**config.mk**
```make
export PLATFORM = sky130hd
export DESIGN_NAME = dino_game_ctrl
export DESIGN_NICKNAME = d
export VERILOG_FILES = /design/src/rtl/dino_game_ctrl.sv
export SDC_FILE = /design/constraint.sdc
export NUM_CORES = 1
export LEC_CHECK = 0
export BUFFER_PORTS_ARGS = -buffer_cell sky130_fd_sc_hd__buf_2
export CORE_ASPECT_RATIO = 0.9
export CORE_MARGIN = 8
export CORE_UTILIZATION = 48
export CTS_CLUSTER_SIZE = 8
export DETAILED_ROUTE_END_ITERATION = 12
export GPL_ROUTABILITY_DRIVEN = 0
export PLACE_DENSITY_LB_ADDON = 0.3
export RECOVER_POWER = 100
export SYNTH_ARGS = -nofsm -noshare
export SYNTH_HDL_FRONTEND = slang
export SYNTH_SLANG_ARGS = --single-unit
export TNS_END_PERCENT = 1
```
**constraint.sdc**
```tcl
create_clock -name i_clk -period 2.35 [get_ports i_clk]
set_clock_uncertainty 0.05 [all_clocks]
set_input_delay 0.3525 -clock i_clk [delete_from_list [all_inputs] [get_ports i_clk]]
set_output_delay 0.3525 -clock i_clk [all_outputs]
set_load 0.01 [all_outputs]
```
**src/rtl/dino_game_ctrl.sv**
```systemverilog
// Purpose : game sequencer for the dot-matrix runner: scroll/spawn timing, jump phase, crouch, score, run/over status.
// Latency : scroll/spawn/score/jump update one clock after the sampled tick; collision moves to OVER the next clock.
// Backpr. : none; the map datapath must accept every scroll/spawn pulse as issued.
module dino_game_ctrl #(
  parameter int TICK_DIV_INIT = 8,   // ticks per scroll step at game start
  parameter int TICK_DIV_MIN  = 3,   // fastest scroll period, 1..TICK_DIV_INIT
  parameter int SPEEDUP_PTS   = 16,  // points per speed-up step, power of two >= 2
  parameter int SPAWN_GAP     = 4,   // minimum scroll steps between spawns
  parameter int JUMP_LEN      = 9,   // jump duration in ticks, <= 15
  parameter int DEAD_HOLD     = 16,  // ticks spent in OVER
  parameter int SCORE_W       = 10
) (
  input  logic               i_clk,
  input  logic               i_reset,
  input  logic               i_tick,
  input  logic               i_start,
  input  logic               i_up,
  input  logic               i_down,
  input  logic               i_hit,
  input  logic [1:0]         i_rnd,
  output logic               o_scroll,
  output logic               o_spawn,
  output logic [3:0]         o_jump_cnt,
  output logic               o_jumping,
  output logic               o_crouch,
  output logic               o_running,
  output logic               o_game_over,
  output logic [SCORE_W-1:0] o_score
);

  localparam int DIV_W  = $clog2(TICK_DIV_INIT + 1);
  localparam int GAP_W  = $clog2(2 * SPAWN_GAP) + 1;
  localparam int HOLD_W = $clog2(DEAD_HOLD + 1);
  localparam int SPD_W  = $clog2(SPEEDUP_PTS);

  localparam logic [DIV_W-1:0]   DIV_INIT  = DIV_W'(TICK_DIV_INIT);
  localparam logic [DIV_W-1:0]   DIV_MIN   = DIV_W'(TICK_DIV_MIN);
  localparam logic [GAP_W-1:0]   GAP_LO    = GAP_W'(SPAWN_GAP - 1);
  localparam logic [GAP_W-1:0]   GAP_HI    = GAP_W'(2 * SPAWN_GAP - 1);
  localparam logic [HOLD_W-1:0]  HOLD_LAST = HOLD_W'(DEAD_HOLD - 1);
  localparam logic [3:0]         JUMP_LAST = 4'(JUMP_LEN);
  localparam logic [SCORE_W-1:0] SCORE_MAX = {SCORE_W{1'b1}};

  typedef enum logic [1:0] {
    S_IDLE = 2'd0,
    S_RUN  = 2'd1,
    S_OVER = 2'd2
  } state_t;

  state_t              r_state;
  logic [HOLD_W-1:0]   r_hold;
  logic                r_running;
  logic                r_game_over;

  logic [DIV_W-1:0]    r_div;
  logic [DIV_W-1:0]    r_tick_cnt;
  logic [GAP_W-1:0]    r_gap;
  logic [SCORE_W-1:0]  r_score;
  logic                r_scroll;
  logic                r_spawn;

  logic [3:0]          r_jump_cnt;
  logic                r_jumping;
  logic                r_crouch;

  logic                w_start;
  logic                w_run_ok;
  logic                w_hold_done;
  logic                w_period_end;
  logic                w_spawn;
  logic                w_can_inc;
  logic [SCORE_W-1:0]  w_score_nxt;
  logic                w_speedup;
  logic [DIV_W-1:0]    w_div_dec;

  // A collision always wins over anything the run would do in the same clock.
  assign w_start      = (r_state == S_IDLE) && i_start;
  assign w_run_ok     = (r_state == S_RUN) && !i_hit;
  assign w_hold_done  = (r_state == S_OVER) && i_tick && (r_hold == HOLD_LAST);
  assign w_period_end = i_tick && (r_tick_cnt == r_div - DIV_W'(1));
  assign w_spawn      = ((r_gap >= GAP_LO) && (i_rnd != 2'b00)) || (r_gap == GAP_HI);
  assign w_can_inc    = (r_score != SCORE_MAX);
  assign w_score_nxt  = r_score + SCORE_W'(1);
  assign w_speedup    = w_can_inc && (w_score_nxt[SPD_W-1:0] == '0);
  assign w_div_dec    = (r_div > DIV_MIN) ? (r_div - DIV_W'(1)) : DIV_MIN;

  // Game state machine with registered run/over status and the OVER hold timer.
  always_ff @(posedge i_clk) begin
    if (i_reset) begin
      r_state     <= S_IDLE;
      r_hold      <= '0;
      r_running   <= 1'b0;
      r_game_over <= 1'b0;
    end else begin
      case (r_state)
        S_IDLE: begin
          if (i_start) begin
            r_state   <= S_RUN;
            r_running <= 1'b1;
          end
        end
        S_RUN: begin
          if (i_hit) begin
            r_state     <= S_OVER;
            r_running   <= 1'b0;
            r_game_over <= 1'b1;
            r_hold      <= '0;
          end
        end
        S_OVER: begin
          if (i_tick) begin
            if (r_hold == HOLD_LAST) begin
              r_state     <= S_IDLE;
              r_game_over <= 1'b0;
              r_hold      <= '0;
            end else begin
              r_hold <= r_hold + HOLD_W'(1);
            end
          end
        end
        default: begin
          r_state     <= S_IDLE;
          r_running   <= 1'b0;
          r_game_over <= 1'b0;
          r_hold      <= '0;
        end
      endcase
    end
  end

  // Scroll period counter, speed-up, spawn spacing and score; outputs pulse one clock after the closing tick.
  always_ff @(posedge i_clk) begin
    if (i_reset) begin
      r_div      <= DIV_INIT;
      r_tick_cnt <= '0;
      r_gap      <= '0;
      r_score    <= '0;
      r_scroll   <= 1'b0;
      r_spawn    <= 1'b0;
    end else begin
      r_scroll <= 1'b0;
      r_spawn  <= 1'b0;
      if (w_start) begin
        r_div      <= DIV_INIT;
        r_tick_cnt <= '0;
        r_gap      <= '0;
        r_score    <= '0;
      end else if (w_run_ok && i_tick) begin
        if (w_period_end) begin
          r_tick_cnt <= '0;
          r_scroll   <= 1'b1;
          r_spawn    <= w_spawn;
          r_gap      <= w_spawn ? '0 : (r_gap + GAP_W'(1));
          // Score saturates; the divider only steps on a real increment.
          if (w_can_inc) begin
            r_score <= w_score_nxt;
            if (w_speedup) begin
              r_div <= w_div_dec;
            end
          end
        end else begin
          r_tick_cnt <= r_tick_cnt + DIV_W'(1);
        end
      end
    end
  end

  // Jump phase advances on ticks while running; crouch follows the button only while running.
  always_ff @(posedge i_clk) begin
    if (i_reset) begin
      r_jump_cnt <= '0;
      r_jumping  <= 1'b0;
      r_crouch   <= 1'b0;
    end else begin
      r_crouch <= w_run_ok ? i_down : 1'b0;
      if (w_start || w_hold_done) begin
        r_jump_cnt <= '0;
        r_jumping  <= 1'b0;
      end else if (w_run_ok && i_tick) begin
        if (!r_jumping) begin
          if (i_up) begin
            r_jump_cnt <= 4'd1;
            r_jumping  <= 1'b1;
          end
        end else if (r_jump_cnt == JUMP_LAST) begin
          r_jump_cnt <= '0;
          r_jumping  <= 1'b0;
        end else begin
          r_jump_cnt <= r_jump_cnt + 4'd1;
        end
      end
    end
  end

  assign o_scroll    = r_scroll;
  assign o_spawn     = r_spawn;
  assign o_jump_cnt  = r_jump_cnt;
  assign o_jumping   = r_jumping;
  assign o_crouch    = r_crouch;
  assign o_running   = r_running;
  assign o_game_over = r_game_over;
  assign o_score     = r_score;

endmodule
```
==> results.json, run 1 <==
{
  "status": "finished, final reports clean",
  "die_h_um": 77.08,
  "dieArea_sq_um": 6464,
  "clk_path_buf_depth": 2,
  "first_global_vias": 1714,
  "drt_wl_total_mm": 4.331,
  "cts_tree": "done",
  "power_w": 0.001162,
  "synth_area_leaders": "dfxtp_1, a21oi_1, ha_1",
  "vdd_ir_drop_max_mv": 0.3253,
  "htreeDepth": 2,
  "antenna_found_initial": 0,
  "maxSlewHeadroom_pct": 47.27,
  "power_per_cell_area_nw_per_um2": 513.3,
  "grt_use_met1_pct": 17.18,
  "ys.flop_type": "dfxtp_1",
  "p_switching_w": 0.0002684,
  "grt_use_total_pct": 13.57,
  "busiest_layer": "met2",
  "cts_sinks": 39,
  "cp_slowest_cell": "or3_4",
  "postCtsHoldBufs": 0,
  "clk_pin_slew_ps": 70,
  "crit_chain": "inv_1 -> ha_1 -> xor2_1 -> nand4_2 -> or3_4 -> buf_2 -> buf_4 -> o21ai_0 -> a21oi_1",
  "worst_slew_pin_slew_ps": 789.3,
  "ys_seq_area_share_pct": 39.25,
  "worstReg2RegEnd": "r_gap[2]$_SDFFE_PP0P_",
  "io-pin-count": 29,
  "seq_power_share_pct": 57.9,
  "reg2reg_depth": 9,
  "whs_endpoint": "o_crouch$_SDFF_PP0_",
  "startpoint_type": "register",
  "whs_path_depth": 2,
  "internal_power_w": 0.0008935,
  "r2r_start": "r_div[1]$_SDFFE_PP0P_",
  "rows": 22,
  "mappedNetlistNets": 251,
  "ys_top_cells_by_count": "dfxtp_1, a21oi_1, nor2_1",
  "slew_viol_final": 0,
  "hold_viol": 0,
  "cts_buffers": 5,
  "yosys_warnings": 0,
  "grt_pass1_wl_mm": 7.576,
  "syn_avg_cell_area_sq_um": 8.502,
  "layout_worst_path_cycle_share_pct": 95.64,
  "drc_errors": 0,
  "r2r_slack_ps": 100,
  "grt_max_degree": 19,
  "root_buffer": "clkbuf_8",
  "setup_viol": 0,
  "clkLatencyLatePin_ps": 290,
  "max_stage_delay_ps": 430,
  "p_leak_nw": 0.8598,
  "final_cells": 317,
  "drt_iter0_drc": 161,
  "pwr-share-comb_pct": 6.7,
  "synth_edf_count": 0,
  "worstSetupEndpointType": "register",
  "swShare_pct": 23.10,
  "crit_fanout": 8,
  "num_vias": 1799,
  "port_buffers": 28,
  "drive_above_1_share_pct": 10.04,
  "num_antenna_cells": 0,
  "ant_nets": 0,
  "coreArea_sq_um": 4019,
  "yosysUniqueCellTypes": 50,
  "async_flop_share_pct": 0,
  "met2_usage_pct": 21.36,
  "syn_area_sq_um": 1989,
  "cap_viol_max_count": 0,
  "holdCritStartpoint": "i_down",
  "yosysTopAreaCell": "dfxtp_1",
  "initial_core_util_pct": 49.50,
  "synth_top_cell_area_share_pct": 39.25,
  "critPathKind": "reg2reg",
  "dp_cells": 309,
  "worst_hold_path_type": "in2reg",
  "nNetsFinal": 287,
  "min_period_ps": 2248,
  "worstPathArrival_ps": 2340,
  "die_w_um": 83.86,
  "drt-vias-per-instance": 5.675,
  "overflow": 0,
  "rsz0062_at_grt": "yes",
  "ys_ff_latch": 39,
  "dp_hpwl_mm": 3.064,
  "area_growth_pct": 13.77,
  "wl_per_cell_um": 13.66,
  "max_freq_ghz": 0.4449,
  "worst-endpoint-required_ps": 2440,
  "grtUsageMet3_pct": 3.590,
  "dr.pass1.iters": 4,
  "synth_most_common_cell": "dfxtp_1",
  "clkPwrFrac_pct": 35.4,
  "synthCells": 234
}
==> sequential cells by signal, summed over array words and instances (netlist names) <==
name and cells:
o_jumping 1, o_crouch 1, o_scroll 1, o_jump_cnt 4, o_score 10, r_hold 5, r_state 2, o_game_over 1
r_tick_cnt 4, r_div 4, r_gap 4, o_spawn 1, o_running 1
==> through the flow <==
step | worst slack (ps) | TNS [ps] | instance area, sq um | utilization [%] | hold WS (ps)
4_1_cts | 82.99 | 0 | 2280 | 56.72 | 269.2
6_report | 102.4 | 0 | 2263 | 56.32 | 275.5
3_5_place_dp | 99.81 | 0 | 2207 | 54.92 | 417.0
2_1_floorplan | 230.6 | 0 | 1989 | - | 399.2
3_3_place_gp | 156.1 | 0 | 2207 | 54.92 | 412.1
5_1_grt | -40.54 | -80.45 | 2263 | 56.32 | 302.7
==> what timing repair did <==
action	in CTS	in global routing
setup buffers	0	2
setup endpoints to repair	0	1
resized for setup	0	1
==> power groups by stage <==
stage               sequential (W)  combinational [W]  clock, W
floorplan                 0.000690          0.0000468         0
global placement          0.000688          0.0000785         0
detailed placement        0.000688          0.0000786         0
CTS                       0.000672          0.0000793  0.000424
global route              0.000673          0.0000875  0.000451
finish                    0.000673          0.0000776  0.000412
==> routing by layer <==
layer,vias up,part of all wire (%)
li1,913,-
met1,852,50
met2,27,45
met3,7,3.6
met4,0,1.5
met5,-,0
==> critical path: cells and delay by family, from the launching register on <==
family          cells  cell delay, ps
compound gates      2             240
fa+ha+maj           1             300
flops               1             370
buf+inv             3             410
xor+xnor            1             170
simple gates        2             560
==> worst max-delay path by stage <==
stage / cells after the start / endpoint / slack [ps] / start
detailed placement: 7 / o_score[8]$_SDFFE_PP0P_ / 100 / r_div[1]$_SDFFE_PP0P_
CTS: 7 / o_score[8]$_SDFFE_PP0P_ / 80 / r_div[1]$_SDFFE_PP0P_
finish: 9 / r_gap[2]$_SDFFE_PP0P_ / 100 / r_div[1]$_SDFFE_PP0P_
floorplan: 7 / o_score[4]$_SDFFE_PP0P_ / 230 / r_div[0]$_SDFFE_PP0P_
global route: 9 / r_div[2]$_SDFFE_PP0P_ / -40 / r_div[1]$_SDFFE_PP0P_
global placement: 7 / o_score[8]$_SDFFE_PP0P_ / 160 / r_div[1]$_SDFFE_PP0P_
==> cell families (layout without fill, tap and decap cells) <==
kind of cell	after synthesis	count (layout)	synth area share [%]
and+or+nand+nor	94	94	26.16
AOI/OAI and AO/OA	56	56	17.55
xor gates and xnor gates	13	13	5.723
muxes	3	3	1.509
buffers and inverters	21	56	4.780
DFF	39	39	39.25
adders and majority gates	8	8	5.032
==> cell type report <==
cell class / instances / area [sq um]
Clock buffer: 6 / 72.57
Fill cell: 392 / 1755
Inverter: 10 / 37.54
Multi-Input combinational cell: 174 / 1117
Sequential cell: 39 / 780.7
Tap cell: 48 / 60.06
Timing Repair Buffer: 40 / 195.2
==> cells in the final DEF, fill, tap and decap left out, types with 2 or more instances in the layout <==
cell      instances
ha_1              8
a21oi_1          22
nand4_1           3
xnor2_1           6
nor4_1            2
nand2b_1          3
a31oi_1           3
buf_4             9
inv_1            10
nand2_1          15
xor2_1            7
clkbuf_1         23
o31ai_1           4
clkbuf_8          5
o21ai_0          10
nand3_1          14
or3_1             3
nand3b_1          2
dfxtp_1          39
mux2i_1           3
o21a_1            2
nor2b_1           3
and3_1            4
a211oi_1          2
nor3_1            9
buf_2             9
nor2_1           20
or4_1             5
Note: power is estimated with default switching activity, not from simulation.
==> inputs of run 2 (changes only) <==
RECOVER_POWER = unset   (was 100)
==> run 2 against run 1 <==
Effect of this change:
- global-route usage is the same
- core utilization grew 0.81 points
- setup slack lost 4.1 ps
- routed wire length grew 0.37%
==> results.json, run 2 (synthesis gave the netlist of run 1 again) <==
{
  "status": "finished, final reports clean",
  "die_w_um": 83.86,
  "holdCritStartpoint": "i_down",
  "fin_ws_ps": 98.33,
  "dr.pass1.iters": 4,
  "clk_path_buf_depth": 2,
  "worst-endpoint-required_ps": 2440,
  "crit_fanout": 8,
  "rows": 22,
  "worst_slew_pin_slew_ps": 779.7,
  "largest_reg_flops": 10,
  "whs_path_depth": 2,
  "overflow": 0,
  "maxSlewHeadroom_pct": 47.91,
  "cp-startpoint": "r_div[1]$_SDFFE_PP0P_",
  "antenna_found_initial": 0,
  "power_per_cell_area_nw_per_um2": 505.9,
  "drt-vias-per-instance": 5.653,
  "worstPathArrival_ps": 2340,
  "p_leak_nw": 0.9500,
  "critPathKind": "reg2reg",
  "r2r_start": "r_div[1]$_SDFFE_PP0P_",
  "vdd_ir_drop_max_mv": 0.3238,
  "final_common_cell": "dfxtp_1",
  "min_period_ps": 2252,
  "initial_core_util_pct": 49.50,
  "wl_per_cell_um": 13.71,
  "clkLatencyLatePin_ps": 290,
  "die_h_um": 77.08,
  "slew_viol_final": 0,
  "layout_worst_path_cycle_share_pct": 95.82,
  "cts_sinks": 39,
  "whs_endpoint": "o_crouch$_SDFF_PP0_",
  "grt_pass1_wl_mm": 7.576,
  "setup_viol": 0,
  "drc_errors": 0,
  "grt_use_total_pct": 13.57,
  "worst_hold_path_type": "in2reg",
  "num_vias": 1792,
  "nFillCells": 382,
  "num_antenna_cells": 0,
  "power_w": 0.001162,
  "dieArea_sq_um": 6464,
  "cts_buffers": 5,
  "drive_above_1_share_pct": 18.59,
  "coreArea_sq_um": 4019,
  "reg2reg_depth": 9,
  "clk_pin_slew_ps": 70,
  "final_cell_mix": "dfxtp_1, buf_2, a21oi_1",
  "cts_tree": "done",
  "place_ws_ps": 99.81,
  "dp_hpwl_mm": 3.064,
  "drt_wl_total_mm": 4.347,
  "htreeDepth": 2,
  "rsz0062_at_grt": "yes",
  "final_cells": 317,
  "startpoint_type": "register",
  "port_buffers": 28,
  "grt_max_degree": 19,
  "r2r_slack_ps": 100,
  "worstSetupEndpointType": "register",
  "tns_ps": 0,
  "cap_viol_max_count": 0,
  "ant_nets": 0,
  "drt_iter0_drc": 172,
  "worstReg2RegEnd": "r_gap[2]$_SDFFE_PP0P_",
  "nNetsFinal": 287,
  "first_global_vias": 1714,
  "area_growth_pct": 15.41,
  "root_buffer": "clkbuf_8",
  "max_freq_ghz": 0.4441,
  "dp_cells": 309,
  "io-pin-count": 29,
  "hold_viol": 0
}
==> run 2: changes by cell type in the layout (fill, tap and decap cells not counted) <==
| cell | delta |
|---|---|
| o21ba_2 | +1 |
| clkbuf_1 | -22 |
| o21ba_1 | -1 |
| buf_2 | +20 |
| buf_4 | +2 |
==> run 2: worst max-delay path, cell delays in order (launching register included) <==
cell and delay, ps:
dfxtp_1 370, inv_1 60, ha_1 300, xor2_1 170
nand4_2 130, or3_4 430, buf_2 180, buf_4 170
o21ai_0 160, a21oi_1 80
==> run 2: worst max-delay path by stage <==
stage,endpoint,slack [ps]
2_1_floorplan,o_score[4]$_SDFFE_PP0P_,230
3_3_place_gp,o_score[8]$_SDFFE_PP0P_,160
3_5_place_dp,o_score[8]$_SDFFE_PP0P_,100
4_1_cts,o_score[8]$_SDFFE_PP0P_,80
5_1_grt,r_div[2]$_SDFFE_PP0P_,-40
6_report,r_gap[2]$_SDFFE_PP0P_,100
==> run 2: final cells by class <==
cell class | instances | area [sq um] | share of cell area, %
inverter | 10 | 37.54 | 1.635
sequential | 39 | 780.7 | 34.01
multi-input combinational | 174 | 1117 | 48.66
tap | 48 | 60.06 | 2.616
timing repair buffer | 40 | 227.7 | 9.918
clock buffer | 6 | 72.57 | 3.161
==> run 2: what timing repair did <==
action,CTS,global route
buffers inserted,0,2
endpoints found under the setup margin,0,1
resized for setup,0,1
hold buffers,0,0
==> run 2: power breakdown <==
group	total [W]	leakage [nW]	internal, W	switching [W]
logic	0.0000794	0.598	0.0000300	0.0000494
registers	0.000673	0.315	0.000668	0.00000471
clock network	0.000410	0.0371	0.000198	0.000212
==> run 2: metal layers <==
layer	GRT usage (%)	vias to the layer above	wire (um)
met5	0	-	0
met4	5.172	0	63
met3	3.590	7	151
met2	21.36	23	1966
met1	17.18	848	2165
li1	-	914	-
==> run 2: through the flow <==
step | cell area [sq um] | util (%) | hold WS [ps]
floorplan | 1989 | - | 399.2
global placement | 2207 | 54.92 | 412.1
detailed placement | 2207 | 54.92 | 417.0
CTS | 2280 | 56.72 | 269.2
global route | 2296 | 57.13 | 302.7
finish | 2296 | 57.13 | 276.2
